$ cat config.mk
export PLATFORM = sky130hd
export DESIGN_NAME = serial_adder
export DESIGN_NICKNAME = d
export VERILOG_FILES = /design/src/rtl/serial_adder_pkg.sv /design/src/rtl/serial_adder_full_add_cell.sv /design/src/rtl/serial_adder.sv
export SDC_FILE = /design/constraint.sdc
export NUM_CORES = 1
export LEC_CHECK = 0
export CORE_MARGIN = 2
export CORE_UTILIZATION = 45
export CTS_CLUSTER_SIZE = 24
export DETAILED_ROUTE_END_ITERATION = 6
export GPL_TIMING_DRIVEN = 1
export MAX_ROUTING_LAYER = met4
export PLACE_DENSITY = 0.73
export SYNTH_ARGS = -nofsm -noshare
export SYNTH_HDL_FRONTEND = slang
export SYNTH_SLANG_ARGS = --single-unit
export TNS_END_PERCENT = 1
$ cat constraint.sdc
create_clock -name clk -period 1.8 [get_ports clk]
set_input_delay 0.36 -clock clk [delete_from_list [all_inputs] [get_ports clk]]
set_output_delay 0.36 -clock clk [all_outputs]
set_load 0.01 [all_outputs]
$ cat src/rtl/serial_adder_pkg.sv
// serial_adder_pkg: shared FSM encodings and counter sizing for the bit-serial adder.
package serial_adder_pkg;

    typedef enum logic [1:0] {
        ST_IDLE = 2'b00,
        ST_RUN  = 2'b01,
        ST_DONE = 2'b10
    } state_e;

    function automatic int clog2(input int v);
        int r;
        for (r = 0; (1 << r) < v; r++) begin
        end
        return (r < 1) ? 1 : r;
    endfunction

endpackage

$ cat src/rtl/serial_adder_full_add_cell.sv
// full_add_cell: one-bit full adder built from two half-adder stages and an OR.
module full_add_cell (
    input  logic x,
    input  logic y,
    input  logic cin,
    output logic s,
    output logic cout
);

    logic p;
    logic g1;
    logic g2;

    assign p    = x ^ y;
    assign g1   = x & y;
    assign s    = p ^ cin;
    assign g2   = p & cin;
    assign cout = g1 | g2;

endmodule

$ cat src/rtl/serial_adder.sv
// serial_adder: LSB-first bit-serial adder with valid/ready handshake and registered carry.
// Define SERIAL_ADDER_SUB_EN to add the sub input (a-b via inverted b and carry-in of 1).
module serial_adder
    import serial_adder_pkg::*;
#(
    parameter int WIDTH = 8
) (
    input  logic             clk,
    input  logic             rst,
    input  logic             in_valid,
    output logic             in_ready,
    input  logic [WIDTH-1:0] a,
    input  logic [WIDTH-1:0] b,
`ifdef SERIAL_ADDER_SUB_EN
    input  logic             sub,
`endif
    output logic             out_valid,
    input  logic             out_ready,
    output logic [WIDTH-1:0] sum,
    output logic             carry_out,
    output logic             busy
);

    localparam int CW = clog2(WIDTH);

    state_e           state_q, state_d;
    logic [WIDTH-1:0] a_q, b_q, sr_q, sum_q;
    logic [CW-1:0]    cnt_q;
    logic             c_q, cout_q, sub_q, sub_in;
    logic             s_bit, c_bit, last;
    logic [WIDTH-1:0] sr_d;

`ifdef SERIAL_ADDER_SUB_EN
    assign sub_in = sub;
`else
    assign sub_in = 1'b0;
`endif

    full_add_cell u_cell (
        .x   (a_q[0]),
        .y   (b_q[0] ^ sub_q),
        .cin (c_q),
        .s   (s_bit),
        .cout(c_bit)
    );

    assign last = cnt_q == CW'(WIDTH - 1);
    assign sr_d = {s_bit, sr_q[WIDTH-1:1]};

    always_comb begin
        state_d = ST_IDLE;
        case (state_q)
            ST_IDLE: state_d = in_valid ? ST_RUN : ST_IDLE;
            ST_RUN:  state_d = last ? ST_DONE : ST_RUN;
            ST_DONE: state_d = out_ready ? ST_IDLE : ST_DONE;
            default: state_d = ST_IDLE;
        endcase
    end

    always_ff @(posedge clk or posedge rst) begin
        if (rst) begin
            state_q <= ST_IDLE;
            a_q     <= '0;
            b_q     <= '0;
            sr_q    <= '0;
            sum_q   <= '0;
            cnt_q   <= '0;
            c_q     <= 1'b0;
            cout_q  <= 1'b0;
            sub_q   <= 1'b0;
        end else begin
            state_q <= state_d;
            if (state_q == ST_IDLE && in_valid) begin
                a_q   <= a;
                b_q   <= b;
                sub_q <= sub_in;
                c_q   <= sub_in;
                cnt_q <= '0;
            end else if (state_q == ST_RUN) begin
                a_q   <= a_q >> 1;
                b_q   <= b_q >> 1;
                sr_q  <= sr_d;
                c_q   <= c_bit;
                cnt_q <= cnt_q + 1'b1;
                // The visible result only updates on DONE entry so it stays stable through IDLE.
                if (last) begin
                    sum_q  <= sr_d;
                    cout_q <= c_bit;
                end
            end
        end
    end

    assign in_ready  = state_q == ST_IDLE;
    assign out_valid = state_q == ST_DONE;
    assign busy      = state_q != ST_IDLE;
    assign sum       = sum_q;
    assign carry_out = cout_q;

endmodule

==> impl_metrics.csv <==
group,metric,value,unit
synth,synth_flop_cell,"dfrtp_1",
setup_path,r2r-end,"sr_q[6]",
drt,vias_per_cell,5.256,
clocking,numCtsBuffers,5,
placement,place_hpwl,2.312,mm
synth,yosysSeqAreaShare,0.5390,
setup_path,reg2reg_from,"state_q[0]",
synth,synth_top_area_frac,0.5390,
drt,routed.top_layer,"met4",
cells_and_area,antenna_cells,0,
power_and_ir_drop,combPwrFrac,0.405,
timing,worstMarginPinSlew,397.3,ps
timing,whs,337.6,ps
grt,grt_max_degree,26,
setup_path,cp_max_fo,25,
floorplanning,core,3716,µm²
floorplanning,pin_count,32,
power_and_ir_drop,p_clk_frac,0.194,
synth,ys_types,27,
synth,synthesis.nets,165,
job,drv_cap,0,
setup_path,crit_slowest_cell,"dfrtp_1",
floorplanning,die_area,4438,µm²
hold_path,min_path_type,"input pin to async pin",
clocking,cts_root_buf,"clkbuf_8",
grt,grt_pass1_vias,1156,
setup_path,slowest_delay,430,ps
timing,final-setup-viol-count,0,
cells_and_area,layout.filler_cells,288,
drt,dr_total_vias,1193,
setup_path,path_cells,"buf_4 -> nor2b_4 -> mux2_2",
power_and_ir_drop,p_leak,0.9990,nW
grt,overflow,0,
setup_path,criticalPathCategory,"flip-flop to flip-flop",
drt,drt_first_pass_iters,4,
drt,ant_nets,0,
synth,synth_area,1764,µm²
cells_and_area,area_growth,28.01,%
setup_path,rrSetupSlack,200,ps
cells_and_area,final_nets,202,
grt,grt_pass1_wl,5.547,mm
outcome,outcome,"complete, no violations",
clocking,path_clk_slew,70,ps
drt,post_drt_wl_per_cell,14.44,µm
clocking,tritoncts,"done",
synth,synthArstFlopShare,1.000,
setup_path,end_kind,"flip-flop",
synth,synth_edf_count,0,
timing,fmax,623.4,MHz
timing,timing.final.ws_setup,195.8,ps
floorplanning,die_h,66.62,µm
synth,netlist_instances,142,
placement,gp_congestion,0.7234,
power_and_ir_drop,vdd_drop_max,806.5,µV
power_and_ir_drop,pwr-share-seq,0.401,
clocking,clock-sinks,38,
timing,min_period_over_period,0.8912,
drt,routed_wl,3.277,mm
clocking,cts_buffer_depth,2,
synth,ys_warn_count,0,
clocking,clkLatencyLatePin,290,ps
synth,synthTopCellsByArea,"dfrtp_1 54%, mux2_1 8.9%, nor4b_1 6.5%",
synth,synth_most_common_cell,"dfrtp_1",
drt,drc,0,
synth,ys_seq_elements,38,
timing,fin_crit,1604,ps
timing,hold_viol,0,
power_and_ir_drop,p_per_area,1663,nW/µm²
timing,rsz0062_at_grt,"no",
timing,slew_viol_final,0,
setup_path,cp.arrival,1780,ps
placement,pre_cts_ws,113.3,ps
cells_and_area,fin_util,0.6077,
drt,drt_iter0_drc,69,
floorplanning,start_util,0.4747,
floorplanning,rows,22,
grt,track_usage,0.1756,
setup_path,reg2reg_depth,3,
synth,syn_avg_cell_area,12.42,µm²
setup_path,worstPathRequired,1980,ps
synth,yosys.area.top_type,"dfrtp_1",
timing,finClkSkew,3.931,ps
power_and_ir_drop,internal-power,2.547,mW
setup_path,startpoint_type,"flip-flop",
power_and_ir_drop,switchingPower,1.208,mW
cells_and_area,drive_gt1_frac,0.1453,
grt,grt_antenna_before_repair,0,
synth,synthTopCellsByCount,"38 x dfrtp_1, 17 x inv_1, 14 x mux2_1",
floorplanning,die_x,66.62,µm
clocking,cts_htree_levels,2,
power_and_ir_drop,switching_share,0.3217,
setup_path,crit_start,"state_q[0]",
setup_path,crit_end,"sr_q[6]",
placement,portBuffers,31,
drt,route.met3.wl,132,µm
timing,slew_headroom,0.7314,
drt,wl_met2,1.591,mm
drt,wl_met1,1.489,mm
-- critical path, delay by kind of cell (launching register included) --
kind                   cells  cell delay [ps]
flip-flops                 1              430
AND/OR/NAND/NOR            1              390
multiplexers               1              380
buffers and inverters      1              300
-- state kept, by name (all words and copies together) (netlist names) --
name	count
state_q	2
cnt_q	3
sum	8
b_q	8
sr_q	7
c_q	1
a_q	8
carry_out	1
-- power groups by stage --
stage,clock (mW),combinational (mW),sequential [mW]
final,0.730,1.52,1.51
after global routing,0.791,1.69,1.56
after CTS,0.748,1.53,1.51
after detailed placement,0,1.52,1.52
after global placement,0,1.45,1.50
after floorplan,0,1.03,1.50
-- cells in the final DEF (no fill, tap or decap), drive strengths merged --
cell	count
a211oi	6
a21oi	1
a221oi	7
a222oi	1
a22o	3
a32o	2
buf	11
bufinv	1
clkbuf	6
clkdlybuf4s50	28
dfrtp	38
dlygate4sd2	2
dlymetal6s2s	1
fa	1
ha	2
inv	17
mux2	17
nand2b	3
nand3b	1
nor2	8
nor2b	2
nor3b	6
nor4b	13
o21ai	1
o21bai	1
-- per-layer routing --
metal	vias up	GRT usage
met4	0	0.08418
li1	582	-
met2	24	0.2613
met1	582	0.2306
met5	-	-
met3	5	0.03547
-- what timing repair did --
action,CTS,global route
setup buffers,0,1
pin swaps,0,1
endpoints found under the setup margin,3,1
resized for setup,3,1
hold buffers,0,0
cloned,0,0
-- cells by family after synthesis --
family,count (synthesis),synth area share
adders and majority gates,3,0.02553
buffers and inverters,29,0.07942
AOI/OAI and AO/OA,22,0.1128
and+or+nand+nor,33,0.1348
muxes,17,0.1085
DFF,38,0.5390
-- area by class of cell --
class | count | area (µm²) | area share
clock buffer | 6 | 82.58 | 0.03657
clock inverter | 1 | 30.03 | 0.01330
inverter | 17 | 63.81 | 0.02825
multi-input combinational | 75 | 678.2 | 0.3003
sequential | 38 | 950.9 | 0.4211
tap | 48 | 60.06 | 0.02659
timing repair buffer | 42 | 392.9 | 0.1740
-- worst min path at each step --
stage / start / to / slack (ps) / depth (start not counted)
floorplan: sr_q[1] / sr_q[1] / 450 / 1
global placement: sum[7] / sum[7] / 470 / 1
detailed placement: a_q[7] / a_q[7] / 480 / 1
CTS: rst / sr_q[4] / 340 / 2
global route: rst / sum[4] / 360 / 2
finish: rst / sum[4] / 340 / 2
-- through the flow --
stage | area (µm²) | cells | power (mW) | TNS (ps)
2_1_floorplan | 1764 | 142 | 2.530 | 0
3_3_place_gp | 2133 | 219 | 2.950 | 0
3_5_place_dp | 2133 | 219 | 3.042 | 0
4_1_cts | 2248 | 226 | 3.783 | -4.662
5_1_grt | 2258 | 227 | 4.038 | 0
6_report | 2258 | 227 | 3.755 | 0
(Power assumes the default switching activity.)
